`config.mk`:
```
export PLATFORM = sky130hd
export DESIGN_NAME = r_wptr_sync_decoder
export DESIGN_NICKNAME = d
export VERILOG_FILES = /design/src/rtl/async_fifo_pkg.sv /design/src/rtl/cdc_sync_bus.sv /design/src/rtl/r_wptr_sync_decoder.sv
export SDC_FILE = /design/constraint.sdc
export NUM_CORES = 1
export LEC_CHECK = 0
export BUFFER_PORTS_ARGS = -buffer_cell sky130_fd_sc_hd__buf_2
export CAP_MARGIN = 10
export CORE_AREA = 2 2 68 70
export CTS_CLUSTER_DIAMETER = 150
export DETAILED_ROUTE_END_ITERATION = 16
export DIE_AREA = 0 0 70 72
export HOLD_SLACK_MARGIN = 0.03
export PLACE_DENSITY = 0.72
export SLEW_MARGIN = 10
export SYNTH_ARGS = -nofsm -noshare
export SYNTH_HDL_FRONTEND = slang
export SYNTH_SLANG_ARGS = --single-unit
export TNS_END_PERCENT = 100
```
`constraint.sdc`:
```
create_clock -name R_CLK -period 2.32 [get_ports R_CLK]
set_clock_uncertainty 0.15 [all_clocks]
set_input_delay 0.116 -clock R_CLK [delete_from_list [all_inputs] [get_ports R_CLK]]
set_output_delay 0.116 -clock R_CLK [all_outputs]
set_load 0.02 [all_outputs]
```
`src/rtl/async_fifo_pkg.sv`:
```
// async_fifo_pkg: pointer type and Gray/binary helpers shared by both FIFO clock domains.
`default_nettype none

package async_fifo_pkg;

    localparam int PTR_WIDTH = 10;
    localparam int DEPTH     = 2 ** (PTR_WIDTH - 1);

    typedef logic [PTR_WIDTH-1:0] ptr_t;

    function automatic ptr_t gray2bin(input ptr_t g);
        ptr_t b;
        b[PTR_WIDTH-1] = g[PTR_WIDTH-1];
        for (int i = PTR_WIDTH - 2; i >= 0; i--) begin
            b[i] = b[i+1] ^ g[i];
        end
        return b;
    endfunction

    function automatic ptr_t bin2gray(input ptr_t b);
        return b ^ (b >> 1);
    endfunction

endpackage

`default_nettype wire

```
`src/rtl/cdc_sync_bus.sv`:
```
// cdc_sync_bus: plain multi-flop synchroniser chain for a Gray-coded bus.
`default_nettype none

module cdc_sync_bus #(
    parameter int WIDTH  = 10,
    parameter int STAGES = 2
) (
    input  logic             clk_i,
    input  logic             rst_n_i,
    input  logic [WIDTH-1:0] d_i,
    output logic [WIDTH-1:0] q_o
);

    // Stages connect flop-to-flop only; any logic here would break the CDC guarantee.
    logic [WIDTH-1:0] sync_q [STAGES];

    always_ff @(posedge clk_i or negedge rst_n_i) begin
        if (!rst_n_i) begin
            for (int i = 0; i < STAGES; i++) begin
                sync_q[i] <= '0;
            end
        end else begin
            sync_q[0] <= d_i;
            for (int i = 1; i < STAGES; i++) begin
                sync_q[i] <= sync_q[i-1];
            end
        end
    end

    assign q_o = sync_q[STAGES-1];

endmodule

`default_nettype wire

```
`src/rtl/r_wptr_sync_decoder.sv`:
```
// r_wptr_sync_decoder: syncs the write Gray pointer into R_CLK, decodes it, derives empty/level/flags.
// Optional macro R_WPTR_GRAY_CHECK_EN adds the sticky R_GRAY_ERR output.
`default_nettype none

module r_wptr_sync_decoder #(
    parameter int PTR_WIDTH   = async_fifo_pkg::PTR_WIDTH,
    parameter int SYNC_STAGES = 2,
    parameter int AE_THRESH   = 4
) (
    input  logic                 R_CLK,
    input  logic                 RRST_n,
    input  logic [PTR_WIDTH-1:0] G_WPTR,
    input  logic [PTR_WIDTH-1:0] R_PTR_NXT,
    input  logic [PTR_WIDTH-1:0] R_PTR,
    input  logic                 R_EN,
    input  logic                 EMPTY,
    input  logic                 R_UNDERFLOW_CLR,
    output logic [PTR_WIDTH-1:0] G_WPTR_SYNC,
    output logic [PTR_WIDTH-1:0] B_WPTR_SYNC,
    output logic                 R_EMPTY,
    output logic [PTR_WIDTH-1:0] R_LEVEL,
    output logic                 R_ALMOST_EMPTY,
    output logic                 R_UNDERFLOW
`ifdef R_WPTR_GRAY_CHECK_EN
    ,
    output logic                 R_GRAY_ERR
`endif
);

    import async_fifo_pkg::*;

    localparam logic [PTR_WIDTH:0] AE_LIM = (PTR_WIDTH + 1)'(AE_THRESH);

    if (SYNC_STAGES < 2 || SYNC_STAGES > 4) begin : g_bad_stages
        $error("SYNC_STAGES must be within 2..4");
    end
    if (AE_THRESH < 0 || AE_THRESH > 2 ** (PTR_WIDTH - 1)) begin : g_bad_thresh
        $error("AE_THRESH must be within 0..DEPTH");
    end
    if (PTR_WIDTH < 2 || PTR_WIDTH > $bits(ptr_t)) begin : g_bad_width
        $error("PTR_WIDTH must be within 2..width of async_fifo_pkg::ptr_t");
    end

    logic [PTR_WIDTH-1:0] b_wptr_q, b_wptr_d;
    logic [PTR_WIDTH-1:0] level_q;
    logic                 ae_q, ae_d;
    logic                 uf_q, uf_d;
    logic [PTR_WIDTH-1:0] w_diff;
    logic                 w_unused;

    cdc_sync_bus #(
        .WIDTH  (PTR_WIDTH),
        .STAGES (SYNC_STAGES)
    ) u_sync (
        .clk_i   (R_CLK),
        .rst_n_i (RRST_n),
        .d_i     (G_WPTR),
        .q_o     (G_WPTR_SYNC)
    );

    // Zero-extension into ptr_t leaves the Gray decode of the low bits unchanged.
    assign b_wptr_d = PTR_WIDTH'(gray2bin(ptr_t'(G_WPTR_SYNC)));
    assign w_diff   = B_WPTR_SYNC - R_PTR_NXT;
    assign ae_d     = ({1'b0, w_diff} <= AE_LIM);
    assign uf_d     = (R_EN & EMPTY) | (uf_q & ~R_UNDERFLOW_CLR);

    always_ff @(posedge R_CLK or negedge RRST_n) begin
        if (!RRST_n) begin
            b_wptr_q <= '0;
            level_q  <= '0;
            ae_q     <= 1'b1;
            uf_q     <= 1'b0;
        end else begin
            b_wptr_q <= b_wptr_d;
            level_q  <= w_diff;
            ae_q     <= ae_d;
            uf_q     <= uf_d;
        end
    end

    assign B_WPTR_SYNC    = b_wptr_q;
    assign R_EMPTY        = (R_PTR_NXT == b_wptr_q);
    assign R_LEVEL        = level_q;
    assign R_ALMOST_EMPTY = ae_q;
    assign R_UNDERFLOW    = uf_q;

    // R_PTR is carried for interface symmetry with the read pointer handler only.
    assign w_unused = ^R_PTR;

`ifdef R_WPTR_GRAY_CHECK_EN
    logic [PTR_WIDTH-1:0] prev_gsync_q;
    logic                 gray_err_q, gray_err_d;
    logic [PTR_WIDTH-1:0] w_flip;
    logic                 w_gray_bad;

    assign w_flip     = prev_gsync_q ^ G_WPTR_SYNC;
    // More than one bit set iff clearing the lowest set bit leaves something behind.
    assign w_gray_bad = |(w_flip & (w_flip - PTR_WIDTH'(1)));
    assign gray_err_d = w_gray_bad | (gray_err_q & ~R_UNDERFLOW_CLR);

    always_ff @(posedge R_CLK or negedge RRST_n) begin
        if (!RRST_n) begin
            prev_gsync_q <= '0;
            gray_err_q   <= 1'b0;
        end else begin
            prev_gsync_q <= G_WPTR_SYNC;
            gray_err_q   <= gray_err_d;
        end
    end

    assign R_GRAY_ERR = gray_err_q;

`ifndef SYNTHESIS
    always_ff @(posedge R_CLK) begin
        if (RRST_n) begin
            assert (!w_gray_bad)
            else $error("G_WPTR_SYNC multi-bit step: prev=%h now=%h", prev_gsync_q, G_WPTR_SYNC);
        end
    end
`endif
`endif

endmodule

`default_nettype wire

```
==> metrics.md, run 1 <==
| Metric | Value |
|---|---|
| Clk sinks | `between 40 and 50` |
| Syn Area/Cell | `roughly 13 µm²` |
| Clock slew at reported path FFs | `0.08 ns` |
| Drt first pass iters | `4` |
| CTS H-tree lvls | `2` |
| Worst hold margin | `~0.067 ns` |
| Starting Density | `0.415` |
| Area delta synth->final | `35.6%` |
| First-pass GRT wire length | `~5500 µm` |
| # diodes | `0` |
| Worst slew margin | `0.738` |
| Startpoint types | `flip-flop` |
| Worst Path Required | `2.37 ns` |
| Yosys warns | `0` |
| Setup WS post-layout | `-0.207 ns` |
| Die Area | `5040 µm²` |
| Slowest library cell on the worst path | `or4_1` |
| Die Width | `70 µm` |
| VDD IR max | `486 µV` |
| Initial antenna violation count | `0` |
| Total number of vias | `1,266` |
| I/O Buffers | `between 50 and 60` |
| Syn Std Cell Area | `about 1800 µm²` |
| Failing checks | `setup timing` |
| Routability congestion estimate | `~0.84` |
| Most frequent cells in the layout | `57 x buf_2, 40 x dfrtp_1, 14 x inv_1, 14 x dlygate4sd3_1, 9 x buf_4` |
| Library cells used by synthesis | `30` |
| Fin crit period | `2.53 ns` |
| Max stage delay on crit path | `0.54 ns` |
| Place WS | `-0.217 ns` |
| Crit-path leading delay family | `simple AND/OR/NAND/NOR gates` |
| Register area share after synthesis | `0.594` |
| Endpoints failing hold | `0` |
| Vias in the first global route | `roughly 1,300` |
| Leakage power | `around 1.2 nW` |
| Post-Route WL | `between 3000 and 4000 µm` |
| CP cell instances | `inv_2 > ha_4 > inv_2 > fa_2 > a21o_1 > a21oi_2 > o211ai_1 > xor2_1 > or4_1 > nor4_2` |
| Multi-input logic area | `621 µm²` |
| Crit. End Element | `flip-flop` |
| Kind of critical path | `flip-flop to flip-flop` |
| Hold Crit Class | `input port to async pin` |
| Least-Margin Pin Slew | `0.391 ns` |
| GRT overflow | `0` |
| Final worst path period share | `1.09` |
| Final Setup Violations | `1` |
| Register area | `between 1000 and 1500 µm²` |
| Max_cap viols | `0` |
| Total GRT Usage | `0.139` |
| Crit Path Max Fanout | `3` |
| Commonest non-fill, non-tap cell in the layout | `buf_2` |
| Worst skew pair latency | `0.29 ns` |
| Status | `complete, but fails checks` |
| Share of cells above drive strength 1 | `0.410` |
| HPWL after DPL | `2420 µm` |
| Power density cells | `1070 nW/µm²` |
| Final Util | `0.563` |
| Die Span Y | `between 70 and 80 µm` |
| Root Buffer | `clkbuf_8` |
| Max Slew Vio Count | `0` |
| Fmax | `between 300 and 400 MHz` |
| CTS tree | `done` |
| RSZ-0062 raised after global routing | `true` |
| Synth Register Bits | `42` |
| Nets | `261` |
| Number of DRC violations after detailed-routing iteration 0 | `32` |
| Arrival time worst endpoint | `2.58 ns` |
| # IOs | `68` |
| Pin count of the biggest net entering global routing | `21` |
| Net count after synthesis | `roughly 180` |
| Post-Synthesis Cells | `approximately 140` |
| Row count | `24` |
| Cell mode on critical path | `inv_2` |
| Detailed-route vias per instance | `4.71` |
| Core ar. | `~4300 µm²` |
| Design Power | `2.56 mW` |
| Remaining antenna violation count | `0` |
| WP buf/inv | `2` |
| DRC | `0` |
| Fill count | `365` |
| Routed WL per cell | `12.3 µm` |
| Clock tree buffer depth | `2` |
| CTS Buf Count | `5` |
sequential cells by signal, indices dropped and copies added, names as in the netlist:
name / flops
u_sync.q_o: 10
R_ALMOST_EMPTY: 1
B_WPTR_SYNC: 10
u_sync.sync_q: 10
R_LEVEL: 10
R_UNDERFLOW: 1
layer usage:
metal	track usage	routed length (µm)	vias to the layer above
met4	0.0406	31	0
met1	0.163	1300	603
met5	0	0	-
met2	0.244	1750	46
met3	0.0486	224	6
li1	-	-	611
synth_stat cells:
library cell	count	area share
nand3_1	1	0.0028
o21bai_1	1	0.0042
inv_1	16	0.034
xnor2_2	3	0.028
o21ai_0	7	0.020
nand2b_1	2	0.0071
o211a_1	1	0.0056
ha_1	9	0.064
or2_2	1	0.0035
nor3_1	1	0.0028
or4_1	2	0.0085
xor3_2	1	0.014
nor4_1	2	0.0071
dfrtp_1	41	0.58
xnor2_1	6	0.030
and3_1	1	0.0035
buf_4	10	0.042
xor2_1	6	0.030
o211ai_1	1	0.0042
a21oi_1	6	0.017
nand2_1	3	0.0064
a21o_1	3	0.013
nand4_1	3	0.011
nor2_1	5	0.011
o311ai_0	1	0.0049
xor2_2	1	0.0092
fa_1	1	0.011
a211oi_1	2	0.0085
dfstp_2	1	0.015
a311oi_1	1	0.0049
report_power, final:
group          leakage (nW)  switching (mW)  internal, mW
logic                 0.665           0.595         0.459
registers             0.487          0.0601         0.888
clock network        0.0514           0.238         0.321
stage by stage:
step / TNS [ns] / instance area (µm²) / std cells
6_report: -0.207 / 2400 / 269
5_1_grt: -0.294 / 2400 / 269
3_3_place_gp: -0.177 / 2120 / 247
3_5_place_dp: -0.217 / 2120 / 247
2_1_floorplan: -0.215 / 1780 / 139
4_1_cts: -0.274 / 2370 / 269
kinds of logic (layout without fill, tap and decap cells):
logic type                 Yosys count  after routing  share of synthesized area
DFF                                 42             42                      0.594
buffers and inverters               26            104                     0.0763
AOI/OAI and AO/OA                   23             23                     0.0819
and+or+nand+nor                     21             21                     0.0628
xor gates and xnor gates            17             17                      0.110
adders and majority gates           10             10                     0.0749
final timing paths:
path                                                   from                     endpoint  slack (ns)  cells past startpoint
worst max register to register     B_WPTR_SYNC[0]$_DFF_PN0_     R_ALMOST_EMPTY$_DFF_PN1_       -0.21                     10
worst min-delay path                                 RRST_n  u_sync.sync_q[17]$_DFF_PN0_        0.07                      2
min in group R_CLK                             R_PTR_NXT[1]         R_LEVEL[1]$_DFF_PN0_        0.14                      3
max in group asynchronous                            RRST_n     R_ALMOST_EMPTY$_DFF_PN1_        1.36                      3
worst max-delay path               B_WPTR_SYNC[0]$_DFF_PN0_     R_ALMOST_EMPTY$_DFF_PN1_       -0.21                     10
worst min register to register  u_sync.sync_q[17]$_DFF_PN0_      u_sync.q_o[7]$_DFF_PN0_        0.20                      0
repair_timing:
item | in CTS | in global routing
hold buffers | 14 | 0
gates resized for setup | 0 | 8
hold endpoints to repair | 53 | 0
setup buffers | 0 | 0
endpoints found under the setup margin | 1 | 2
pin swaps | 0 | 1
cell type report:
cell class,instances,area share
repair buffers,80,0.205
inverters,16,0.0250
multi-input cells,71,0.258
clock inverters,2,0.0156
flip-flops and latches,42,0.439
clock buffers,6,0.0302
well taps,52,0.0271
Note: power is estimated with default switching activity, not from simulation.
==> run 2: changes to the inputs <==
--- a/config.mk
+++ b/config.mk
@@ -7,12 +7,11 @@
 export LEC_CHECK = 0
 export BUFFER_PORTS_ARGS = -buffer_cell sky130_fd_sc_hd__buf_2
 export CAP_MARGIN = 10
-export CORE_AREA = 2 2 68 70
+export CORE_AREA = 2 2 80 82
 export CTS_CLUSTER_DIAMETER = 150
 export DETAILED_ROUTE_END_ITERATION = 16
-export DIE_AREA = 0 0 70 72
+export DIE_AREA = 0 0 82 84
 export HOLD_SLACK_MARGIN = 0.03
-export PLACE_DENSITY = 0.72
 export SLEW_MARGIN = 10
 export SYNTH_ARGS = -nofsm -noshare
 export SYNTH_HDL_FRONTEND = slang
==> run 2 against run 1 <==
  * The run still ends with setup timing left
  * Sequential share of layout area down 0.25 points
  * Critical path depth did not move
  * Utilization is 17 points lower
  * Die area rose by 37%
  * Clock power increased by 2%
  * Design area increased by 0.57%
  * Non-clock buffer count is 1 lower
  * Fmax rose by 0.96%
  * Routed wire length is 3.8% lower
  * Register-to-register slack better by 0.02 ns
  * Global-route usage fell by 3.8 points
==> metrics.md, run 2 (same netlist as run 1, synthesis figures left out) <==
| Metric | Value |
|---|---|
| Number of DRC violations after detailed-routing iteration 0 | `74 (+130%)` |
| Status | `complete, but fails checks` |
| Hold Crit Class | `input port to flip-flop` |
| Fill count | `609 (+67%)` |
| DRC | `0 (unchanged)` |
| I/O Buffers | `57 (unchanged)` |
| GRT overflow | `0 (unchanged)` |
| Routability congestion estimate | `0.755 (-9.8%)` |
| Pin count of the biggest net entering global routing | `31 (+48%)` |
| Clock slew at reported path FFs | `0.08 ns (about the same)` |
| CP cell instances | `inv_1 > ha_1 > inv_1 > fa_2 > a21o_1 > a21oi_2 > o211ai_1 > xor2_1 > or4_4 > nor4_2` |
| Die Span Y | `84 µm (+17%)` |
| Die Area | `6890 µm² (+37%)` |
| First-pass GRT wire length | `5220 µm (-5.3%)` |
| Crit-path leading delay family | `simple AND/OR/NAND/NOR gates` |
| Worst Path Required | `2.38 ns (about the same)` |
| Area delta synth->final | `36.4%` |
| Area post-placement | `2150 µm² (+1.1%)` |
| Arrival time worst endpoint | `2.56 ns (-0.02 ns)` |
| Endpoints failing hold | `0 (unchanged)` |
| Clock tree buffer depth | `2 (unchanged)` |
| # IOs | `68 (unchanged)` |
| Failing checks | `setup timing` |
| Post-CTS Repair Setup Buffers | `0 (unchanged)` |
| Post-Route WL | `3180 µm (-3.8%)` |
| CTS tree | `done` |
| Place WS | `-0.243 ns (-0.0266 ns)` |
| Placed Cells incl. Taps | `271 (+9.7%)` |
| Crit. End Element | `flip-flop` |
| Final Setup Violations | `1 (unchanged)` |
| Commonest non-fill, non-tap cell in the layout | `buf_2` |
| Total GRT Usage | `0.101 (-0.0383)` |
| Least-Margin Pin Slew | `0.640 ns (+0.250 ns)` |
| Drt first pass iters | `4 (unchanged)` |
| Setup_tns | `-0.183 ns (+0.0241 ns)` |
| RSZ-0062 raised after global routing | `true` |
| # diodes | `0 (unchanged)` |
| Max stage delay on crit path | `0.54 ns (about the same)` |
| Core ar. | `6100 µm² (+43%)` |
| Final Util | `0.396 (-0.167)` |
| Startpoint types | `flip-flop` |
| Post-Layout Inst Area | `2420 µm² (+0.57%)` |
| Nets | `260 (-0.38%)` |
| Starting Density | `0.291 (-0.125)` |
| Leakage power | `1.20 nW (-0.32%)` |
| Detailed-route vias per instance | `4.13 (-12%)` |
| Root Buffer | `clkbuf_8` |
| Worst skew pair latency | `0.29 ns (about the same)` |
| HPWL after DPL | `2460 µm (+1.7%)` |
| Total number of vias | `1,210 (-4.4%)` |
| Max_cap viols | `0 (unchanged)` |
| Cell Count, Final, Fillers Out | `293 (+8.9%)` |
| Clk sinks | `42 (unchanged)` |
| Worst slew margin | `0.573 (-0.165)` |
| Power density cells | `1050 nW/µm² (-1.5%)` |
| Row count | `29 (+21%)` |
| CTS H-tree lvls | `2 (unchanged)` |
| Crit Path Max Fanout | `3 (unchanged)` |
| Final worst path period share | `1.08 (-0.0104)` |
| Fmax | `400 MHz (+0.96%)` |
| Routed WL per cell | `10.8 µm (-12%)` |
| Max Slew Vio Count | `0 (unchanged)` |
| VDD IR max | `382 µV (-22%)` |
| CTS Buf Count | `5 (unchanged)` |
| Die Width | `82 µm (+17%)` |
| Cell mode on critical path | `inv_1` |
| Fin crit period | `2.50 ns (-0.0241 ns)` |
| Most frequent cells in the layout | `57 x buf_2, 40 x dfrtp_1, 16 x inv_1` |
| WP buf/inv | `2 (unchanged)` |
| Setup WS post-layout | `-0.183 ns (+0.0241 ns)` |
| Kind of critical path | `flip-flop to flip-flop` |
| Vias in the first global route | `1,232 (-3.7%)` |
| Share of cells above drive strength 1 | `0.398 (-0.0120)` |
| Slowest library cell on the worst path | `or4_4` |
| Initial antenna violation count | `0 (unchanged)` |
| Remaining antenna violation count | `0 (unchanged)` |
==> run 2: changes by cell type in the layout (fill, tap and decap cells not counted), sizes merged <==
cell / before / now
clkinvlp: 1 / 2
clkbuf: 6 / 5
buf: 66 / 65
==> run 2: path summary, 6_finish.rpt <==
path	start	endpoint	slack, ns	cells after the start
worst max-delay path	B_WPTR_SYNC[0]$_DFF_PN0_	R_ALMOST_EMPTY$_DFF_PN1_	-0.18	10
worst min-delay path	R_PTR_NXT[1]	R_LEVEL[1]$_DFF_PN0_	0.13	3
worst max register to register	B_WPTR_SYNC[0]$_DFF_PN0_	R_ALMOST_EMPTY$_DFF_PN1_	-0.18	10
worst min register to register	u_sync.sync_q[11]$_DFF_PN0_	u_sync.q_o[1]$_DFF_PN0_	0.20	0
max in group asynchronous	RRST_n	B_WPTR_SYNC[4]$_DFF_PN0_	1.16	3
min in group asynchronous	RRST_n	R_LEVEL[6]$_DFF_PN0_	0.24	2
==> run 2: through the flow <==
stage | hold slack (ns) | total power [mW]
after floorplan | -0.330 | 1.59
after global placement | 0.0242 | 1.93
after detailed placement | 0.0315 | 1.95
after CTS | 0.123 | 2.56
after global routing | 0.134 | 2.72
final | 0.125 | 2.54
==> run 2: worst min-delay path, delay by kind of cell <==
kind	cells	cell delay (ns)
buffers and inverters	2	0.18
adder cells (fa/ha/maj)	1	0.22
==> run 2: what timing repair did <==
action / 4_1_cts / 5_1_grt
hold endpoints to repair: 40 / 0
resized for setup: 0 / 4
setup endpoints to repair: 1 / 2
pin swaps: 0 / 2
hold buffers: 14 / 0
==> run 2: where the power goes <==
group	leakage [nW]	switching (mW)	internal, mW
clock	0.0504	0.249	0.320
sequential	0.487	0.0560	0.888
combinational	0.663	0.578	0.447
total	1.20	0.884	1.66
==> run 2: metal layers <==
| metal | track usage | share of wire | vias up |
|---|---|---|---|
| li1 | - | - | 606 |
| met1 | 0.101 | 0.37 | 561 |
| met2 | 0.183 | 0.55 | 37 |
| met3 | 0.0400 | 0.072 | 6 |
| met4 | 0.0379 | 0.015 | 0 |
| met5 | 0 | 0 | - |
==> run 2: cell type report <==
class | count | area [µm²] | area share
repair buffers | 79 | 485 | 0.201
multi-input cells | 71 | 607 | 0.251
well taps | 77 | 96.3 | 0.0399
inverters | 16 | 60.1 | 0.0249
clock inverters | 3 | 45.0 | 0.0186
flip-flops and latches | 42 | 1050 | 0.436
clock buffers | 5 | 68.8 | 0.0285
==> run 3: changes to the inputs <==
--- a/config.mk
+++ b/config.mk
@@ -12,6 +12,7 @@
 export DETAILED_ROUTE_END_ITERATION = 16
 export DIE_AREA = 0 0 82 84
 export HOLD_SLACK_MARGIN = 0.03
+export MAX_ROUTING_LAYER = met4
 export SLEW_MARGIN = 10
 export SYNTH_ARGS = -nofsm -noshare
 export SYNTH_HDL_FRONTEND = slang
==> run 3 against run 2 <==
  * The run still ends with setup timing left
  * Sequential cell count unchanged
  * Global-route usage increased by 0.28 points
  * Highest routed layer unchanged
  * Setup slack about the same
  * Largest cell class unchanged
  * Count of clock-buffer cells in the layout unchanged
  * Final cell count unchanged
  * Die area unchanged
  * Worst hold slack improved by 0.00054 ns
==> metrics.md, run 3 (same netlist as run 1, synthesis figures left out) <==
| Metric | Value |
|---|---|
| Fin crit period | `2.50 ns (-0.0000250 ns)` |
| Leakage power | `1.20 nW (unchanged)` |
| Clock power frac | `0.224 (about the same)` |
| Core ar. | `6100 µm² (unchanged)` |
| Stages on worst setup path | `10 (unchanged)` |
| Failing checks | `setup timing` |
| Vias in the first global route | `1,233 (+0.081%)` |
| Power density cells | `1050 nW/µm² (about the same)` |
| RR Endpoint | `R_ALMOST_EMPTY$_DFF_PN1_` |
| Hold Startpoint | `R_PTR_NXT[1]` |
| Slowest library cell on the worst path | `or4_4` |
| Pin count of the biggest net entering global routing | `31 (unchanged)` |
| CTS tree | `done` |
| Total number of vias | `1,210 (unchanged)` |
| Die Area | `6890 µm² (unchanged)` |
| Int Pwr | `1.66 mW (about the same)` |
| Fmax | `400 MHz (about the same)` |
| Worst slew margin | `0.573 (about the same)` |
| Final Setup Violations | `1 (unchanged)` |
| DRC | `0 (unchanged)` |
| HPWL after DPL | `2460 µm (unchanged)` |
| Worst Setup SP | `B_WPTR_SYNC[0]$_DFF_PN0_` |
| Status | `complete, but fails checks` |
| Initial antenna violation count | `0 (unchanged)` |
| I/O Buffers | `57 (unchanged)` |
| Place WS | `-0.243 ns (unchanged)` |
| Share of cells above drive strength 1 | `0.398 (unchanged)` |
| Cell mode on critical path | `inv_1` |
| Post-CTS Repair Setup Buffers | `0 (unchanged)` |
| Die Span Y | `84 µm (unchanged)` |
| Hold path cells | `3 (unchanged)` |
| Combinational fraction of design power | `0.404 (about the same)` |
| Met1 WL | `1170 µm (+0.77%)` |
| Max Slew Vio Count | `0 (unchanged)` |
| Startpoint types | `flip-flop` |
| Crit Path Max Fanout | `3 (unchanged)` |
| Nets | `260 (unchanged)` |
| Max_cap viols | `0 (unchanged)` |
| Clock slew at reported path FFs | `0.08 ns (about the same)` |
| Number of DRC violations after detailed-routing iteration 0 | `78 (+5.4%)` |
| First-pass GRT wire length | `5210 µm (-0.13%)` |
| WP buf/inv | `2 (unchanged)` |
| # IOs | `68 (unchanged)` |
| Remaining antenna violation count | `0 (unchanged)` |
| Starting Density | `0.291 (unchanged)` |
| Post-Layout Inst Area | `2420 µm² (unchanged)` |
| Die Width | `82 µm (unchanged)` |
| CP cell instances | `inv_1 > ha_1 > inv_1 > fa_2 > a21o_1 > a21oi_2 > o211ai_1 > xor2_1 > or4_4 > nor4_2` |
| GRT overflow | `0 (unchanged)` |
| Kind of critical path | `flip-flop to flip-flop` |
| Arrival time worst endpoint | `2.56 ns (about the same)` |
| Net Sw Power | `0.883 mW (about the same)` |
| Worst skew pair latency | `0.29 ns (about the same)` |
| Metal3 WL | `222 µm (-3.1%)` |
| VDD IR max | `382 µV (about the same)` |
| Area delta synth->final | `36.4% (unchanged)` |
| Drt first pass iters | `4 (unchanged)` |
| R2R Path Start | `B_WPTR_SYNC[0]$_DFF_PN0_` |
| Metal2 WL | `1740 µm (about the same)` |
| Area post-placement | `2150 µm² (unchanged)` |
| Setup WS post-layout | `-0.183 ns (+0.0000250 ns)` |
| Total GRT Usage | `0.104 (+0.00277)` |
| Routed WL per cell | `10.8 µm (about the same)` |
| CTS Buf Count | `5 (unchanged)` |
| Most frequent cells in the layout | `57 x buf_2, 40 x dfrtp_1, 16 x inv_1` |
| Detailed-route vias per instance | `4.13 (unchanged)` |
| RSZ-0062 raised after global routing | `true` |
| Worst hold margin | `0.126 ns (+0.000545 ns)` |
| Post-Route WL | `3180 µm (about the same)` |
| Sw Share | `0.348 (about the same)` |
| Crit-path leading delay family | `simple AND/OR/NAND/NOR gates` |
| Seq pwr share | `0.372 (about the same)` |
| Hold Path End | `R_LEVEL[1]$_DFF_PN0_` |
| Final worst path period share | `1.08 (about the same)` |
| Row count | `29 (unchanged)` |
| Crit. End Element | `flip-flop` |
| Commonest non-fill, non-tap cell in the layout | `buf_2` |
| Worst r2r path cells | `10 (unchanged)` |
| Hold Crit Class | `input port to flip-flop` |
| Routability congestion estimate | `0.765 (+1.3%)` |
| Max stage delay on crit path | `0.54 ns (about the same)` |
| Clk sinks | `42 (unchanged)` |
| CTS H-tree lvls | `2 (unchanged)` |
| # diodes | `0 (unchanged)` |
| Worst Path Required | `2.38 ns (about the same)` |
| Root Buffer | `clkbuf_8` |
| Uppermost layer routed | `met4` |
| Flop2flop setup slack | `-0.18 ns (about the same)` |
| Least-Margin Pin Slew | `0.640 ns (-0.000317 ns)` |
| Endpoints failing hold | `0 (unchanged)` |
| Clock tree buffer depth | `2 (unchanged)` |
## run 3: cell counts in the layout (fill, tap and decap cells not counted)
No cell type changed its count.
## run 3: area by class of cell
cell class	count	area, µm²
Fill cell	609	3680
Tap cell	77	96.3
Sequential cell	42	1050
Multi-Input combinational cell	71	607
Timing Repair Buffer	79	485
Inverter	16	60.1
Clock buffer	5	68.8
Clock inverter	3	45.0
## run 3: power by group through the flow
stage	clock network (mW)	registers, mW	logic (mW)
4_1_cts	0.596	0.947	1.02
2_1_floorplan	0	1.14	0.446
5_1_grt	0.627	0.962	1.13
3_3_place_gp	0	0.960	0.973
3_5_place_dp	0	0.962	0.985
6_report	0.569	0.944	1.03
## run 3: repair_timing
item	in CTS	in global routing
gates resized for setup	0	4
endpoints found under the setup margin	1	2
hold buffers	14	0
pin swaps	0	2
endpoints found under the hold margin	40	0
## run 3: metrics by stage
| stage | utilization | instances | total power, mW | setup TNS [ns] |
|---|---|---|---|---|
| floorplan | - | 139 | 1.59 | -0.215 |
| CTS | 0.394 | 293 | 2.56 | -0.259 |
| finish | 0.396 | 293 | 2.54 | -0.183 |
| detailed placement | 0.352 | 271 | 1.95 | -0.243 |
| global route | 0.396 | 293 | 2.72 | -0.328 |
| global placement | 0.352 | 271 | 1.93 | -0.184 |
## run 3: worst max-delay path by stage
stage                                    end
finish              R_ALMOST_EMPTY$_DFF_PN1_
floorplan           R_ALMOST_EMPTY$_DFF_PN1_
detailed placement  R_ALMOST_EMPTY$_DFF_PN1_
global placement    R_ALMOST_EMPTY$_DFF_PN1_
global route        R_ALMOST_EMPTY$_DFF_PN1_
CTS                 R_ALMOST_EMPTY$_DFF_PN1_
## run 3: per-layer routing
layer  GRT usage  vias to the layer above
li1            -                      606
met1       0.101                      561
met2       0.183                       37
met3      0.0390                        6
met4      0.0379                        0
met5           -                        -
## run 3: worst min-delay path: stages
cell	delay, ns
buf_2	0.09
inv_1	0.09
fa_2	0.22
